===== src/rtl/lockin_pkg.sv =====
// rtl/lockin_pkg.sv - shared state encoding and default timing constants for the lock-in ADC sequencer
package lockin_pkg;

    typedef enum logic [1:0] {
        ST_IDLE  = 2'd0,
        ST_CONV  = 2'd1,
        ST_SHIFT = 2'd2,
        ST_DONE  = 2'd3
    } seq_state_t;

    // Defaults assume a 36 MHz system clock
    localparam int NBITS_DEF    = 16;
    localparam int DIV_DEF      = 2;    // 9 MHz SCLK
    localparam int CONV_CYC_DEF = 72;   // 2 us conversion
    localparam int RATE_DIV_DEF = 360;  // 100 kSa/s

    // Counter width able to hold 0..n-1, never narrower than one bit
    function automatic int cnt_w(input int n);
        return (n > 1) ? $clog2(n) : 1;
    endfunction

endpackage


===== src/rtl/sample_timer.sv =====
// rtl/sample_timer.sv - sample-rate counter with enable gating; optional REFIN phase restart under REFSYNC_EN
module sample_timer
    import lockin_pkg::*;
#(
    parameter int RATE_DIV = RATE_DIV_DEF
) (
    input  logic i_clk36,
    input  logic i_rst,
    input  logic i_en,
    input  logic i_refin,
    output logic o_tick
);

    localparam int CW = cnt_w(RATE_DIV);
    localparam logic [CW-1:0] LAST = CW'(RATE_DIV - 1);

    logic [CW-1:0] r_count;
    logic          w_restart;

`ifdef REFSYNC_EN
    logic r_ref_s1;
    logic r_ref_s2;
    logic r_ref_d;

    // Two-flop synchronizer for the asynchronous reference plus a delay stage for edge detection
    always_ff @(posedge i_clk36) begin
        if (i_rst) begin
            r_ref_s1 <= 1'b0;
            r_ref_s2 <= 1'b0;
            r_ref_d  <= 1'b0;
        end else begin
            r_ref_s1 <= i_refin;
            r_ref_s2 <= r_ref_s1;
            r_ref_d  <= r_ref_s2;
        end
    end

    assign w_restart = r_ref_s2 & ~r_ref_d;
`else
    // Reference is ignored in this build; the AND keeps the pin formally consumed
    assign w_restart = i_refin & 1'b0;
`endif

    // A reference edge restarts the period, so it also swallows a coincident tick
    assign o_tick = i_en && !w_restart && (r_count == LAST);

    // Free-running period counter, held at zero while disabled
    always_ff @(posedge i_clk36) begin
        if (i_rst || !i_en || w_restart || o_tick) begin
            r_count <= '0;
        end else begin
            r_count <= r_count + 1'b1;
        end
    end

endmodule


===== src/rtl/adc_sample_sequencer.sv =====
// rtl/adc_sample_sequencer.sv - periodic CONVST, serial readout and config shift for the front-end ADC (REFSYNC_EN optional)
module adc_sample_sequencer
    import lockin_pkg::*;
#(
    parameter int NBITS    = NBITS_DEF,
    parameter int DIV      = DIV_DEF,
    parameter int CONV_CYC = CONV_CYC_DEF,
    parameter int RATE_DIV = RATE_DIV_DEF
) (
    input  logic             i_clk36,
    input  logic             i_rst,
    input  logic             i_en,
    input  logic [NBITS-1:0] i_cfg,
    input  logic             i_refin,
    output logic             o_convst,
    output logic             o_sclk,
    output logic             o_sdi,
    input  logic             i_sdo,
    output logic [NBITS-1:0] o_data,
    output logic             o_valid,
    output logic             o_busy,
    output logic             o_ovr
);

    localparam int PW  = cnt_w(2 * DIV);
    localparam int BW  = cnt_w(NBITS);
    localparam int CCW = cnt_w(CONV_CYC);

    localparam logic [PW-1:0]  PH_RISE = PW'(DIV);
    localparam logic [PW-1:0]  PH_LAST = PW'(2 * DIV - 1);
    localparam logic [BW-1:0]  BIT_LAST = BW'(NBITS - 1);
    localparam logic [CCW-1:0] CONV_LAST = CCW'(CONV_CYC - 1);

    seq_state_t       r_state;
    seq_state_t       w_state_nxt;
    logic [CCW-1:0]   r_conv_cnt;
    logic [PW-1:0]    r_phase;
    logic [BW-1:0]    r_bit;
    logic [NBITS-1:0] r_tx;
    logic [NBITS-1:0] r_rx;
    logic [NBITS-1:0] r_data;
    logic             r_valid;
    logic             r_ovr;
    logic             w_tick;
    logic             w_conv_last;
    logic             w_bit_end;
    logic             w_sclk_rise;
    logic             w_last_bit;

    sample_timer #(
        .RATE_DIV (RATE_DIV)
    ) u_timer (
        .i_clk36 (i_clk36),
        .i_rst   (i_rst),
        .i_en    (i_en),
        .i_refin (i_refin),
        .o_tick  (w_tick)
    );

    assign w_conv_last = (r_conv_cnt == CONV_LAST);
    assign w_bit_end   = (r_phase == PH_LAST);
    assign w_sclk_rise = (r_phase == PH_RISE);
    assign w_last_bit  = (r_bit == BIT_LAST);

    // State register
    always_ff @(posedge i_clk36) begin
        if (i_rst) begin
            r_state <= ST_IDLE;
        end else begin
            r_state <= w_state_nxt;
        end
    end

    // Next state and pin decode; the serial clock is low for the first DIV cycles of each bit
    always_comb begin
        w_state_nxt = r_state;
        o_convst    = 1'b0;
        o_sclk      = 1'b0;
        o_sdi       = 1'b0;
        o_busy      = 1'b1;
        case (r_state)
            ST_IDLE: begin
                o_busy = 1'b0;
                if (w_tick) begin
                    w_state_nxt = ST_CONV;
                end
            end
            ST_CONV: begin
                o_convst = 1'b1;
                if (w_conv_last) begin
                    w_state_nxt = ST_SHIFT;
                end
            end
            ST_SHIFT: begin
                o_sclk = (r_phase >= PH_RISE);
                o_sdi  = r_tx[NBITS-1];
                if (w_bit_end && w_last_bit) begin
                    w_state_nxt = ST_DONE;
                end
            end
            ST_DONE: begin
                w_state_nxt = ST_IDLE;
            end
            default: begin
                w_state_nxt = ST_IDLE;
            end
        endcase
    end

    // Counters and shift registers; TX advances at bit end so SDI changes only at the start of a low phase
    always_ff @(posedge i_clk36) begin
        if (i_rst) begin
            r_conv_cnt <= '0;
            r_phase    <= '0;
            r_bit      <= '0;
            r_tx       <= '0;
            r_rx       <= '0;
        end else begin
            case (r_state)
                ST_IDLE: begin
                    r_conv_cnt <= '0;
                    r_phase    <= '0;
                    r_bit      <= '0;
                    if (w_tick) begin
                        r_tx <= i_cfg;
                    end
                end
                ST_CONV: begin
                    r_conv_cnt <= r_conv_cnt + 1'b1;
                end
                ST_SHIFT: begin
                    if (w_sclk_rise) begin
                        r_rx <= {r_rx[NBITS-2:0], i_sdo};
                    end
                    if (w_bit_end) begin
                        r_phase <= '0;
                        r_bit   <= r_bit + 1'b1;
                        r_tx    <= {r_tx[NBITS-2:0], 1'b0};
                    end else begin
                        r_phase <= r_phase + 1'b1;
                    end
                end
                default: begin
                    r_phase <= '0;
                end
            endcase
        end
    end

    // Result hand-off and sticky overrun; a tick in any non-idle state, DONE included, is dropped
    always_ff @(posedge i_clk36) begin
        if (i_rst) begin
            r_data  <= '0;
            r_valid <= 1'b0;
            r_ovr   <= 1'b0;
        end else begin
            r_valid <= (r_state == ST_DONE);
            if (r_state == ST_DONE) begin
                r_data <= r_rx;
            end
            if (w_tick && (r_state != ST_IDLE)) begin
                r_ovr <= 1'b1;
            end
        end
    end

    assign o_data  = r_data;
    assign o_valid = r_valid;
    assign o_ovr   = r_ovr;

endmodule

===== config.mk =====
export PLATFORM = sky130hd
export DESIGN_NAME = adc_sample_sequencer
export DESIGN_NICKNAME = d
export VERILOG_FILES = /design/src/rtl/lockin_pkg.sv /design/src/rtl/sample_timer.sv /design/src/rtl/adc_sample_sequencer.sv
export SDC_FILE = /design/constraint.sdc
export NUM_CORES = 1
export LEC_CHECK = 0
export CORE_MARGIN = 1.5
export CORE_UTILIZATION = 61
export CTS_BUF_LIST = sky130_fd_sc_hd__clkbuf_8
export DETAILED_ROUTE_END_ITERATION = 10
export GPL_TIMING_DRIVEN = 0
export PLACE_DENSITY = 0.92
export SLEW_MARGIN = 20
export SYNTH_ARGS = -nofsm -noshare
export SYNTH_HDL_FRONTEND = slang
export SYNTH_SLANG_ARGS = --single-unit
export TNS_END_PERCENT = 50

===== constraint.sdc =====
create_clock -name i_clk36 -period 2.8 [get_ports i_clk36]
set_input_delay 0.56 -clock i_clk36 [delete_from_list [all_inputs] [get_ports i_clk36]]
set_output_delay 0.56 -clock i_clk36 [all_outputs]
set_load 0.02 [all_outputs]

==> results by group, run 1 <==
Power
  – Pleak: ~0.0014 uW
  – Power Density: between 700 and 800 nW/um2
  – Max IR drop VDD: approximately 420 uV

Timing
  – Fmax: just under 0.4 GHz
  – Setup ws final: between 0.2 and 0.3 ns
  – Final hold viol count: 0
  – Fin crit period: 2.52 ns
  – Actual slew at the worst max-slew pin: about 0.5 ns
  – Final Cycle Share: 0.898
  – Post-Route Setup TNS: 0 ns
  – Fin. max-slew vios: 0
  – RSZ-0062 raised after global routing: no
  – Clock Skews: about 0.0055 ns
  – Final setup vio count: 0
  – Max_slew headroom: 0.658

Setup path
  – CP delay by family, top: buffers and inverters
  – Worst setup path class: flip-flop to primary output
  – Critical Path AT: around 2.0 ns
  – Buf+Inv Stages, Crit Path: 4
  – Crit-path slowest cell: clkdlybuf4s50_1
  – Max incr delay on CP: roughly 0.63 ns
  – CP Capture Type: primary output
  – Worst Path Required: about 2.2 ns
  – Worst-path fanout max: 10
  – Startpoint types: flip-flop
  – Worst path cell trace: inv_1 -> ha_1 -> buf_6 -> inv_2 -> clkdlybuf4s50_1

Hold path
  – Min-delay worst type: flip-flop to flip-flop

Run status
  – Status: finished clean

CTS
  – Clk slew on worst S/H paths: 0.08 ns
  – Worst-skew pair later-pin latency: between 0.3 and 0.4 ns
  – Clk sink count: between 70 and 80
  – H-tree Lvls: 3
  – CTS Hold Bufs: 0
  – CTS Root Cell: clkbuf_8
  – CTS tree: done
  – Bufs on Longest Clock Path: 2
  – CTS Buf Count: 9

Run
  – Max-cap violations: 0

Route
  – Routed vias: ~2700
  – Via density: around 5.6
  – WL/cell: between 10 and 15 um
  – 1st-pass router iterations: 4
  – Routed WL: slightly above 7 mm
  – Initial drt markers: approximately 150
  – Detail Route Antenna Nets: 0
  – Remaining DRCs: 0

GRT
  – Vias in the first global route: approximately 2700
  – Initial antenna violation count: 0
  – Largest net degree at the start of global routing: 14
  – Global route total overflow: 0
  – First-pass GRT wire length: between 10 and 15 mm
  – Total global-route track usage: 0.251

Die
  – Core area: 5170 um2
  – DIE WIDTH: approximately 77 um
  – Ports: 43
  – Initial Utilization: 0.638
  – Row cnt: 26
  – Die Ht: 76.6 um
  – Full die area: around 6000 um2

Yosys
  – Syn avg cell area: between 9 and 10 um2
  – Most area-consuming cells after synthesis: dfxtp_1 (45%), mux2i_1 (9.4%), a21oi_1 (6.4%), nor2_1 (4.7%), nand2_1 (4.4%)
  – Main flop type after synthesis: dfxtp_1
  – Largest area contributor in the netlist: dfxtp_1
  – Mapped Area: between 3000 and 4000 um2
  – Post-synthesis sequential area ratio: 0.449
  – Syn Inst Count: around 350
  – Synth top area share: 0.449
  – Syn. warnings: 0
  – Synth cell types: 50
  – Async SR Flop Fraction: 0
  – Post-synth EDFFs: 0
  – Seq cells post-synth: 74
  – Mapped Nets: around 380

Placed design
  – Final Wtd Congestion: roughly 0.8
  – Dpl ws: 0.245 ns
  – Port bufs: a little over 40
  – Cells after DPL: 457
  – Dpl hpwl: 4.57 mm

Finish
  – Fill count: ~330
  – Finished Layout Cells: around 470
  – Final core occ: 0.774
  – Area grow syn2layout: 21.3%
  – Layout cell share with drive strength beyond 1: 0.132
  – Ant diodes: 0
  – Final #Nets: 429
sequential cells by signal (all words and copies together) (netlist names):
| signal | count |
|---|---|
| r_conv_cnt | 7 |
| r_rx | 16 |
| u_timer.r_count | 9 |
| o_ovr | 1 |
| r_phase | 2 |
| r_state | 2 |
| r_bit | 4 |
| o_valid | 1 |
| o_data | 16 |
| r_tx | 16 |
cell type report:
| cell class | instances | area (um2) | area share |
|---|---|---|---|
| Clock inverter | 7 | 70.1 | 0.0175 |
| Inverter | 7 | 26.3 | 0.00656 |
| Timing Repair Buffer | 41 | 415 | 0.104 |
| Multi-Input combinational cell | 243 | 1610 | 0.403 |
| Buffer | 22 | 186 | 0.0466 |
| Clock buffer | 9 | 124 | 0.0309 |
| Sequential cell | 74 | 1480 | 0.370 |
| Tap cell | 70 | 87.6 | 0.0219 |
synth_stat cells (2+ instances only):
master and count:
nand2b_1 2, a211oi_1 6, xnor2_1 4, and2_1 3
nand4_1 3, nor2b_1 3, nor3b_1 6, a21oi_1 42
o21ai_0 2, buf_6 3, clkbuf_1 6, nand3_1 7
a211oi_2 10, buf_2 6, dfxtp_1 74, mux2i_1 31
clkbuf_8 4, nand2_1 39, nor2_1 41, xor2_1 7
nor3_1 4, ha_1 10, inv_1 6
layout by cell type (no fill, tap or decap), drive strengths merged, types with 2 or more instances in the layout:
cell type / synthesis / final
a211oi: 16 / 16
a21oi: 43 / 43
and2: 3 / 3
and3: 2 / 2
and4: 2 / 2
buf: 11 / 11
clkbuf: 11 / 20
clkdlybuf4s50: 0 / 39
clkinvlp: 0 / 3
dfxtp: 74 / 74
dlymetal6s2s: 0 / 2
ha: 10 / 10
inv: 7 / 9
mux2i: 31 / 31
nand2: 39 / 39
nand2b: 2 / 2
nand3: 8 / 8
nand4: 3 / 3
nor2: 41 / 41
nor2b: 3 / 3
nor3: 4 / 4
nor3b: 6 / 6
o21ai: 4 / 4
xnor2: 4 / 4
xor2: 7 / 7
routing by layer:
| metal | vias up | wire [um] | global-route usage |
|---|---|---|---|
| met1 | 1258 | 3100 | 0.294 |
| met3 | 20 | 311 | 0.0575 |
| met5 | - | 0 | 0 |
| met4 | 0 | 159 | 0.144 |
| met2 | 78 | 3480 | 0.421 |
| li1 | 1302 | - | - |
worst min-delay path: cells and delay by family, from the launching register on:
| kind | cells | cell delay (ns) |
|---|---|---|
| compound gates | 1 | 0.05 |
| flops | 1 | 0.33 |
| simple gates | 1 | 0.06 |
power breakdown:
| group | total, uW | internal [uW] | switching [uW] |
|---|---|---|---|
| sequential | 1240 | 1170 | 70.4 |
| combinational | 806 | 353 | 453 |
| clock | 815 | 410 | 406 |
| total | 2860 | 1930 | 929 |
logic make-up after synthesis:
group | after synthesis | share of synthesized area
AOI/OAI and AO/OA | 71 | 0.149
xor gates and xnor gates | 11 | 0.0292
adders and majority gates | 10 | 0.0379
buffers and inverters | 29 | 0.0637
DFF | 74 | 0.449
muxes | 32 | 0.0974
and+or+nand+nor | 119 | 0.174
final timing paths:
| path | slack [ns] | startpoint | to | depth (start not counted) |
|---|---|---|---|---|
| setup / recovery | 0.28 | r_state[0]$_SDFFE_PP0P_ | o_busy | 5 |
| setup reg to reg | 0.97 | r_state[1]$_SDFFE_PP0P_ | r_tx[3]$_SDFFE_PP0P_ | 8 |
| hold reg to reg | 0.47 | r_rx[11]$_SDFFE_PP0P_ | r_rx[12]$_SDFFE_PP0P_ | 2 |
| hold / removal | 0.47 | r_rx[11]$_SDFFE_PP0P_ | r_rx[12]$_SDFFE_PP0P_ | 2 |
through the flow:
stage	hold slack (ns)	cell area, um2	total power, uW
floorplan	0.436	3300	1860
global placement	0.446	3800	2020
detailed placement	0.464	3800	2050
CTS	0.469	4000	2870
global route	0.494	4000	3010
finish	0.474	4000	2860
timing repair:
item / 4_1_cts / 5_1_grt
buffers inserted: 0 / 0
endpoints found under the setup margin: 2 / 2
resized for setup: 2 / 2
Power figures use the tool's default switching activity.
==> run 2, diff against run 1 <==
--- a/config.mk
+++ b/config.mk
@@ -10,7 +10,8 @@
 export CTS_BUF_LIST = sky130_fd_sc_hd__clkbuf_8
 export DETAILED_ROUTE_END_ITERATION = 10
 export GPL_TIMING_DRIVEN = 0
-export PLACE_DENSITY = 0.92
+export HOLD_SLACK_MARGIN = 0.1
+export PLACE_DENSITY = 0.91
 export SLEW_MARGIN = 20
 export SYNTH_ARGS = -nofsm -noshare
 export SYNTH_HDL_FRONTEND = slang
==> results by group, run 2 (synthesis results as in run 1) <==
Placed design
  – Dpl ws: 0.225 ns (-0.0199 ns)
  – Port bufs: 41 (unchanged)
  – Final Wtd Congestion: 0.841 (+2.1%)
  – Dpl hpwl: 4.64 mm (+1.6%)

GRT
  – Vias in the first global route: 2496 (-6.8%)
  – Initial antenna violation count: 0 (unchanged)
  – First-pass GRT wire length: 11.2 mm (-4.4%)
  – Total global-route track usage: 0.238 (-0.0128)
  – Global route total overflow: 0 (unchanged)
  – Largest net degree at the start of global routing: 14 (unchanged)

Die
  – DIE WIDTH: 76.6 um (unchanged)
  – Initial Utilization: 0.638 (unchanged)
  – Core area: 5170 um2 (unchanged)
  – Die Ht: 76.6 um (unchanged)
  – Full die area: 5860 um2 (unchanged)
  – Ports: 43 (unchanged)
  – Row cnt: 26 (unchanged)

Setup path
  – Worst-path fanout max: 10 (unchanged)
  – CP delay by family, top: buffers and inverters
  – Max incr delay on CP: 0.34 ns (-0.29 ns)
  – Worst path cell trace: inv_1 -> ha_2 -> buf_4 -> clkbuf_8 -> o21a_1 -> dlygate4sd2_1
  – CP Capture Type: primary output
  – Startpoint types: flip-flop
  – Worst setup path class: flip-flop to primary output
  – Buf+Inv Stages, Crit Path: 4 (unchanged)
  – Crit-path slowest cell: dfxtp_1
  – WP depth: 6 (+1)
  – Worst Path Required: 2.24 ns (about the same)
  – R2R depth: 8 (unchanged)
  – Critical Path AT: 1.97 ns (about the same)

Hold path
  – Depth of the worst hold-timing path: 2 (unchanged)
  – Min-delay worst type: flip-flop to flip-flop

Timing
  – Final setup vio count: 0 (unchanged)
  – Actual slew at the worst max-slew pin: 0.489 ns (-0.0236 ns)
  – Clock Skews: 0.00957 ns (+0.00407 ns)
  – Post-Route Setup TNS: 0 ns (unchanged)
  – Fmax: 0.395 GHz (-0.62%)
  – Fin. max-slew vios: 0 (unchanged)
  – Fin crit period: 2.53 ns (+0.0157 ns)
  – RSZ-0062 raised after global routing: no
  – Final hold viol count: 0 (unchanged)
  – Max_slew headroom: 0.674 (+0.0157)
  – Setup ws final: 0.269 ns (-0.0157 ns)
  – Final Cycle Share: 0.904 (+0.00562)

Route
  – Routed WL: 6.78 mm (-3.9%)
  – Initial drt markers: 142 (-2.7%)
  – WL/cell: 14.3 um (-3.9%)
  – Routed vias: 2626 (-1.2%)
  – Remaining DRCs: 0 (unchanged)
  – Via density: 5.55 (-1.2%)
  – Detail Route Antenna Nets: 0 (unchanged)
  – 1st-pass router iterations: 4 (unchanged)

Run
  – Max-cap violations: 0 (unchanged)

CTS
  – CTS Hold Bufs: 0 (unchanged)
  – CTS tree: done
  – CTS Buf Count: 9 (unchanged)
  – Worst-skew pair later-pin latency: 0.36 ns (+0.02 ns)
  – Bufs on Longest Clock Path: 2 (unchanged)
  – H-tree Lvls: 3 (unchanged)
  – Post-CTS setup buffers: 0 (unchanged)
  – Clk sink count: 74 (unchanged)
  – CTS Root Cell: clkbuf_8
  – Clk slew on worst S/H paths: 0.08 ns (about the same)

Finish
  – Final #Nets: 429 (unchanged)
  – Footprint of the multi-input gates: 1610 um2 (unchanged)
  – Fill count: 328 (+0.61%)
  – Flip-flop and latch area: 1480 um2 (unchanged)
  – Commonest non-fill, non-tap cell in the layout: dfxtp_1
  – Layout cell share with drive strength beyond 1: 0.134 (+0.00248)
  – Area grow syn2layout: 22.2%
  – Commonest non-fill, non-tap cells in the layout: dfxtp_1 (74), a21oi_1 (42), nor2_1 (41)
  – Ant diodes: 0 (unchanged)
  – Final core occ: 0.780 (+0.00580)

Power
  – Max IR drop VDD: 519 uV (+25%)
  – Power Density: 737 nW/um2 (+3.0%)
  – Pleak: 0.00139 uW (+0.40%)

Run status
  – Status: finished clean
run 2: layout make-up:
type | instances | share of cell area
timing repair buffer | 41 | 0.102
multi-input combinational | 243 | 0.400
buffer | 22 | 0.0462
clock inverter | 6 | 0.0223
tap | 70 | 0.0217
clock buffer | 10 | 0.0341
sequential | 74 | 0.367
inverter | 7 | 0.00652
run 2: worst reg2reg max path: cells and delay by family (launching register included):
family / cells / cell delay, ns
flops: 1 / 0.34
compound gates: 3 / 0.57
fa+ha+maj: 1 / 0.19
buf+inv: 4 / 0.64
run 2: report_power, final:
part           switching [uW]  internal [uW]  leakage (uW)
Combinational             452            354      0.000684
Clock                     404            527      0.000112
Sequential               64.5           1170      0.000597
Total                     920           2050       0.00139
run 2: routing by layer:
metal | GRT usage | part of all wire
met5 | 0 | 0
met4 | 0.126 | 0.024
met3 | 0.0455 | 0.044
met2 | 0.402 | 0.50
met1 | 0.287 | 0.43
run 2: final timing paths:
path | slack [ns] | startpoint | endpoint
setup / recovery | 0.27 | r_state[0]$_SDFFE_PP0P_ | o_sclk
hold / removal | 0.46 | r_rx[11]$_SDFFE_PP0P_ | r_rx[12]$_SDFFE_PP0P_
setup reg to reg | 0.98 | r_state[1]$_SDFFE_PP0P_ | r_tx[3]$_SDFFE_PP0P_
hold reg to reg | 0.46 | r_rx[11]$_SDFFE_PP0P_ | r_rx[12]$_SDFFE_PP0P_
run 2: metrics by stage:
step	total power, uW	std cells	cell area (um2)	hold slack (ns)
after floorplan	1860	346	3300	0.436
after global placement	2020	457	3800	0.445
after detailed placement	2060	457	3800	0.460
after CTS	2980	473	4030	0.468
after global routing	3110	473	4030	0.491
final	2970	473	4030	0.465
run 2: repair_timing:
action                                 in CTS  in global routing
endpoints found under the hold margin       0                  0
setup endpoints to repair                   2                  1
gates resized for setup                     3                  1
